`src/rtl/mem_bank_stream_fifo.sv`:
```
// Stream FIFO backed by an external single-port-per-direction registered RAM,
// with a 3-entry output buffer that absorbs the RAM read latency.
module mem_bank_stream_fifo #(
  parameter int AddressSz  = 7,
  parameter int data_width = 8,
  parameter int Sz         = 128
) (
  input  logic                  clk,
  input  logic                  rst,
  input  logic                  in_valid,
  output logic                  in_ready,
  input  logic [data_width-1:0] in_data,
  output logic                  out_valid,
  input  logic                  out_ready,
  output logic [data_width-1:0] out_data,
  output logic                  mem_clk_en,
  output logic [data_width-1:0] mem_din,
  output logic [AddressSz-1:0]  mem_w_adr,
  output logic                  mem_w_en,
  output logic [AddressSz-1:0]  mem_r_adr,
  input  logic [data_width-1:0] mem_qout,
  output logic [AddressSz+1:0]  level
);

  localparam int CntW = AddressSz + 1;
  localparam int LvlW = AddressSz + 2;

  logic [AddressSz-1:0]  wr_ptr;
  logic [AddressSz-1:0]  rd_ptr;
  logic [CntW-1:0]       ram_cnt;
  logic                  rd_inflight;
  logic [1:0]            buf_cnt;
  logic [data_width-1:0] buf_q [3];

  logic                  push;
  logic                  pop;
  logic                  issue;
  logic [1:0]            cap_idx;

  assign in_ready  = (ram_cnt < CntW'(Sz));
  assign push      = in_valid && in_ready && !rst;
  assign out_valid = (buf_cnt != 2'd0);
  assign out_data  = buf_q[0];
  assign pop       = out_valid && out_ready;

  // A read is only launched when the buffer is guaranteed a free slot on return,
  // so a returning word never needs out_ready to be asserted.
  assign issue = !rst && (ram_cnt != '0) &&
                 ((3'(buf_cnt) + 3'(rd_inflight)) < 3'd3);

  assign mem_clk_en = 1'b1;
  assign mem_w_en   = push;
  assign mem_w_adr  = wr_ptr;
  assign mem_din    = in_data;
  assign mem_r_adr  = rd_ptr;

  assign level = LvlW'(ram_cnt) + LvlW'(rd_inflight) + LvlW'(buf_cnt);

  // Control state: pointers, RAM occupancy, read-return flag, buffer occupancy.
  always_ff @(posedge clk) begin
    if (rst) begin
      wr_ptr      <= '0;
      rd_ptr      <= '0;
      ram_cnt     <= '0;
      rd_inflight <= 1'b0;
      buf_cnt     <= 2'd0;
    end else begin
      if (push)  wr_ptr <= wr_ptr + 1'b1;
      if (issue) rd_ptr <= rd_ptr + 1'b1;
      case ({push, issue})
        2'b10:   ram_cnt <= ram_cnt + 1'b1;
        2'b01:   ram_cnt <= ram_cnt - 1'b1;
        default: ram_cnt <= ram_cnt;
      endcase
      rd_inflight <= issue;
      case ({rd_inflight, pop})
        2'b10:   buf_cnt <= buf_cnt + 2'd1;
        2'b01:   buf_cnt <= buf_cnt - 2'd1;
        default: buf_cnt <= buf_cnt;
      endcase
    end
  end

  assign cap_idx = buf_cnt - {1'b0, pop};

  // Output buffer data: shift on pop, returning RAM word lands at the new tail.
  always_ff @(posedge clk) begin
    if (pop) begin
      buf_q[0] <= buf_q[1];
      buf_q[1] <= buf_q[2];
    end
    for (int i = 0; i < 3; i++) begin
      if (rd_inflight && !rst && (cap_idx == 2'(i))) buf_q[i] <= mem_qout;
    end
  end

endmodule
```
`config.mk`:
```
export PLATFORM = sky130hd
export DESIGN_NAME = mem_bank_stream_fifo
export DESIGN_NICKNAME = d
export VERILOG_FILES = /design/src/rtl/mem_bank_stream_fifo.sv
export SDC_FILE = /design/constraint.sdc
export NUM_CORES = 1
export LEC_CHECK = 0
export BUFFER_PORTS_ARGS = -buffer_cell sky130_fd_sc_hd__buf_2
export CAP_MARGIN = 25
export CORE_MARGIN = 4
export CORE_UTILIZATION = 54
export CTS_CLUSTER_DIAMETER = 40
export DETAILED_ROUTE_END_ITERATION = 10
export PLACE_DENSITY = 0.76
export RECOVER_POWER = 50
export SLEW_MARGIN = 15
export SYNTH_ARGS = -nofsm -noshare
export SYNTH_HDL_FRONTEND = slang
export SYNTH_SLANG_ARGS = --single-unit
```
`constraint.sdc`:
```
create_clock -name clk -period 3.3 [get_ports clk]
set_input_delay 0.66 -clock clk [delete_from_list [all_inputs] [get_ports clk]]
set_output_delay 0.66 -clock clk [all_outputs]
set_load 0.01 [all_outputs]
```
-- Yosys cells after proc, flatten, opt, wreduce, memory -nomap -nowiden
Memory sizes are Yosys's and may differ from the RTL's.
Cells that the tools add are included.
Widths: inputs -> output; s select.
- add/sub/neg operators: 10
- order comparisons: 2
- equal/unequal tests: 6
- multiplexer cells: 12
- bitwise gates (word level): 2
- reduce and logical (&&, ||, !) cells: 15
- operators with widths (operator ; count):
    $mux 8 ; 2
    $pmux 8 s2 ; 1
    $add 7x1->7 const B ; 2
    $add 8x1->9 ; 1
    $add 9x2->9 ; 1
    $logic_and 1x1->1 ; 9
    $add 8x1->8 const B ; 1
    $lt 8x8->1 const B ; 1
    $mux 1 ; 8
    $reduce_bool 8->1 ; 1
    $sub 8x1->8 const B ; 1
    $eq 2x1->1 const B ; 3
    $eq 2x2->1 const B ; 3
    $reduce_bool 2->1 ; 3
    $pmux 2 s2 ; 1
    $add 2x1->3 ; 1
    $lt 3x2->1 const B ; 1
    $add 2x1->2 const B ; 1
    $logic_not 2->1 ; 1
    $or 1x1->1 ; 2
    $sub 2x1->2 ; 1
    $sub 2x1->2 const B ; 1
    $logic_not 1->1 ; 1
- flip-flop bits (word level): 25
- bits in writable memories: 24
- input bits: 20
- output and inout bits: 43
- word-level logic and storage cells: 53
- memories kept: 1
- memory list (memory ; depth ; width ; read ports ; clocked after memory_dff ; wr ports ; line ; source):
    buf_q ; 3 ; 8 ; 3 ; 0 ; 3 ; 33 ; logic [data_width-1:0] buf_q [3];

-- Logic depth before layout (Yosys ltp)
- word-level depth: 8
- depth in mapped cells: 13
- gate-level depth less buffers: 12

-- Worst setup path before layout
Ideal clock, no wire load.
- path type: register to register
- from: reg buf_cnt[0]
- to: reg ram_cnt[5]
- setup time: 0.122 ns
- arrival: 2.865 ns
- required time: 3.178 ns
- slack: 0.313 ns
- stages on the path, launching flop included: 12
- path buffers: 0
- clock period less this slack: 2.987 ns
- cell sequence: dfxtp_1 -> ha_1 -> ha_1 -> a211o_1 -> a21oi_2 -> ha_1 -> ha_1 -> o21ai_0 -> o21bai_1 -> a21oi_1 -> nor4_1 -> a311o_1
- cells in the longest elaborated chain, start to end: 5
- elaborated cells between the ends (all ways): 7
- classes of those cells: add/sub (1); order compare (1); eq/ne (2); mux (1); reduce/logical (2)
- ends and longest elaborated chain (item ; line ; source):
    from (decl) ; 32 ; logic [1:0] buf_cnt;
    from (signal assigned) ; 77 ; 2'b10: buf_cnt <= buf_cnt + 2'd1;
    from (signal assigned) ; 78 ; 2'b01: buf_cnt <= buf_cnt - 2'd1;
    from (signal assigned) ; 79 ; default: buf_cnt <= buf_cnt;
    $add 2x1->3 * ; 49 ; ((3'(buf_cnt) + 3'(rd_inflight)) < 3'd3);
    $lt 3x2->1 * ; 49 ;
    $logic_and 1x1->1 * ; 48 ; assign issue = !rst && (ram_cnt != '0) &&
    net issue ; 37 ; logic issue;
    $eq 2x1->1 / $eq 2x2->1 (equally long branches) ; 70 ; case ({push, issue})
    $pmux 8 s2 / $reduce_bool 2->1 (equally long branches) ; n/a ;
    to (signal assigned) ; 71 ; 2'b10: ram_cnt <= ram_cnt + 1'b1;
    to (signal assigned) ; 72 ; 2'b01: ram_cnt <= ram_cnt - 1'b1;
    to (signal assigned) ; 73 ; default: ram_cnt <= ram_cnt;
    to (decl) ; 30 ; logic [CntW-1:0] ram_cnt;
Mark *: on every way through the listed nets, which the timed path passes. The rest lies on a longest branch.
A chain may end at the register's enable or synchronous reset.

-- Worst setup path in the final report
- from: reg buf_cnt[0]
- to: reg ram_cnt[6]
The elaborated chain is that of the path after synthesis.

==> reports/results.tsv <==
stage	metric	value	unit
status	status	complete, no violations	
timing	RSZ-0062 raised after global routing	no	
floorplan	Die W	78.9	um
flow_run	number of max-cap violations	0	
critical_path	arrival time worst endpoint	3.30	ns
floorplan	core area	0.00479	mm2
logic_synthesis	post-synthesis sequential area ratio	0.450	
critical_path	crit path buf inv count	1	
clocking	Setup Fix Bufs, Post-CTS	0	
floorplan	Initial Util	0.567	
grt	first-pass GRT wire length	8.08	mm
pwr	leakage power	1.21	nW
grt	final global-route overflow total	0	
critical_path	Crit. Startpoint	buf_cnt[0]	
placed_design	IO buf count	45	
logic_synthesis	area of the mapped netlist	0.00271	mm2
logic_synthesis	post-synthesis simple-gate area fraction	0.141	
timing	Worst Skew	0.00713	ns
clocking	CTS Buffer Depth	2	
logic_synthesis	dominant synthesized flop cell	dfxtp_1	
placed_design	DP Wirelength	3.58	mm
logic_synthesis	Avg Synthesized Cell Area	10.9	um2
timing	minimum clock period after layout	3.06	ns
finish	Syn-to-layout area delta	8.31	%
logic_synthesis	syn_nets	285	
finish	Sequential Area	0.00122	mm2
critical_path	RR Endpoint	ram_cnt[6]	
detailed_routing	vias per cell	5.30	
clocking	post-CTS resize count	0	
logic_synthesis	Adder-Cell Fraction of Synth Area	0.0868	
timing	Tcrit/Tclk final	0.926	
timing	Final Hold Fails	0	
logic_synthesis	Distinct cells, synth	49	
timing	normalized max-slew margin	0.563	
finish	share of cells above drive strength 1	0.170	
pwr	P per Cell Area	788	mW/mm2
critical_path	critical path required time	3.55	ns
logic_synthesis	XOR/XNOR Fraction of Synth Area	0.0711	
clocking	Num CTS Buffers	5	
clocking	clk root buf	clkbuf_8	
critical_path	Startpoint Class	flip-flop	
timing	Max Slew Vio Count	0	
critical_path	Setup crit end	ram_cnt[6]	
critical_path	R2R Path Start	buf_cnt[0]	
detailed_routing	Starting DRT DRC Count	39	
pwr	worst vdd ir	438	uV
detailed_routing	antenna-violating nets left	0	
grt	vias in the first global route	1747	
detailed_routing	final wirelength	4.64	mm
detailed_routing	Avg WL per Cell	13.2	um
finish	Final nets	319	
logic_synthesis	Synth area leader	edfxtp_1	
critical_path	R2R Setup Slk	0.24	ns
floorplan	Die ar.	0.00622	mm2
logic_synthesis	flops & latches, synth	49	
logic_synthesis	largest family of logic cells by synthesized area	simple AND/OR/NAND/NOR gates	
clocking	# hold bufs at CTS	0	
timing	hold slack	0.511	ns
timing	final setup TNS	0	ns
critical_path	CP Cell Sequence	ha_1 > ha_1 > a211o_1 > a21oi_2 > ha_1 > inv_1 > fa_1 > nor2b_1 > o21a_1 > o21bai_1 > a2111o_1 > nand3_1	
critical_path	Setup CP Type	reg -> reg	
placed_design	Final Wtd Congestion	0.863	
critical_path	highest cell delay on the worst timing path	0.43	ns
critical_path	Worst path depth	12	
logic_synthesis	complex-gate fraction of the synthesized area	0.0826	
floorplan	Die Ht	78.9	um
critical_path	most used cell, CP	ha_1	
logic_synthesis	mux contribution to synthesized area	0.0849	
logic_synthesis	Ys Warns	0	
finish	footprint of the multi-input gates	0.00127	mm2
logic_synthesis	Syn Inst Count	248	
grt	Tot GR Track Use	0.160	
grt	initial antenna violation count	0	
finish	# fillers	425	
logic_synthesis	top post-synthesis cells by area	edfxtp_1, dfxtp_1, ha_1, buf_4, mux2_4	
timing	Worst-Margin Slew	0.656	ns
logic_synthesis	top-count cell post-synth	dfxtp_1	
worst_hold_path	hold crit path type	reg -> reg	
clocking	CTS clock-pin slew for the worst setup and hold paths	0.09	ns
detailed_routing	DRT Pass-1 Iters	4	
logic_synthesis	share of the synthesized area in the top cell type	0.266	
logic_synthesis	top cells by count, synth	dfxtp_1, edfxtp_1, buf_4	
clocking	CTS tree	yes	
detailed_routing	routed via count	1856	
clocking	clk sinks	49	
logic_synthesis	Post-synth EDFFs	24	
finish	diode count	0	
critical_path	CP max FO	9	
grt	pin count of the biggest net entering global routing	17	
critical_path	Critical Path End Type	flip-flop	
critical_path	R2R cell count	12	
floorplan	Ports	63	
critical_path	CP max stage cell	fa_1	
logic_synthesis	ys async rst share	0	
clocking	clk_lat worst skew	0.30	ns
floorplan	num rows	25	
detailed_routing	final routed DRC violation total	0	
critical_path	delay-heaviest family, CP	adder cells	
timing	Setup-failing EPs final	0	
timing	Fmax	0.327	GHz
clocking	CTS H-tree depth	2	
## cells in the final DEF, fill, tap and decap left out, drive strengths merged, types with 2 or more instances in the layout
cell    netlist  final
o21ai         6      6
clkinv        0      2
a21o          3      3
or3           3      3
nor3          3      3
nand3         6      6
dfxtp        25     25
nor4b         2      2
o21a          2      2
mux2         16     16
nand2        16     16
fa            3      3
a21oi        11     11
and3          4      4
inv          12     12
ha           14     14
xnor2         9      9
buf          21     16
o21bai        2      2
nor2b         2      2
clkbuf        3     41
nor2         19     19
nand4         6      6
edfxtp       24     24
mux2i         2      2
a211oi        2      2
and4          3      3
xor2         13     13
nor4          3      3
a211o         2      2
## worst min path at each step
stage,startpoint,end,slack (ns),depth (start not counted)
after global routing,mem_w_adr[5],mem_w_adr[5],0.55,2
after floorplan,mem_w_adr[5],mem_w_adr[5],0.51,2
after global placement,mem_w_adr[5],mem_w_adr[5],0.48,2
after CTS,mem_w_adr[5],mem_w_adr[5],0.51,2
after detailed placement,mem_w_adr[5],mem_w_adr[5],0.50,2
final,mem_w_adr[5],mem_w_adr[5],0.51,2
## tightest hold or removal path, delay by kind of cell (launching register included)
kind / cells / cell delay, ns
flip-flops: 1 / 0.34
AO/OA/AOI/OAI: 2 / 0.13
## cells by family (layout without fill, tap and decap cells)
kind of cell             count (synthesis)  count (layout)
other                                    1               1
flip-flops                              49              49
buffers and inverters                   36              71
AND/OR/NAND/NOR                         72              72
AO/OA/AOI/OAI                           33              33
multiplexers                            18              18
adder cells (fa/ha/maj)                 17              17
XOR/XNOR                                22              22
## layer usage
| layer | wire, um | vias up | track usage |
|---|---|---|---|
| met5 | 0 | - | 0 |
| met4 | 54 | 0 | 0.0498 |
| met3 | 251 | 10 | 0.0351 |
| met2 | 2230 | 40 | 0.263 |
| met1 | 2100 | 868 | 0.211 |
| li1 | - | 938 | - |
## where the power goes
group	internal, mW	leakage, nW	switching (mW)	total [mW]
Combinational	0.445	0.730	0.599	1.04
Clock	0.170	0.0512	0.200	0.370
Sequential	0.795	0.424	0.105	0.900
## through the flow
step                      cells  setup slack, ns   util  area [um2]  total power, mW
final                       350            0.243  0.614        2940             2.31
after CTS                   350            0.264  0.624        2990             2.36
after floorplan             248            0.313      -        2710             1.76
after global placement      342            0.316  0.604        2890             1.97
after global routing        350           0.0558  0.614        2940             2.51
after detailed placement    342            0.223  0.604        2890             1.99
## flip-flops by register name (all words and copies together), names as in the netlist
name	flops
buf_q	24
ram_cnt	8
mem_r_adr	7
mem_w_adr	7
buf_cnt	2
rd_inflight	1
## layout make-up
| class | instances | share of cell area |
|---|---|---|
| inverters | 12 | 0.0153 |
| flip-flops and latches | 49 | 0.416 |
| clock inverters | 2 | 0.00469 |
| clock buffers | 6 | 0.0281 |
| well taps | 67 | 0.0285 |
| multi-input cells | 163 | 0.432 |
| repair buffers | 51 | 0.0754 |
Power figures use the tool's default switching activity.
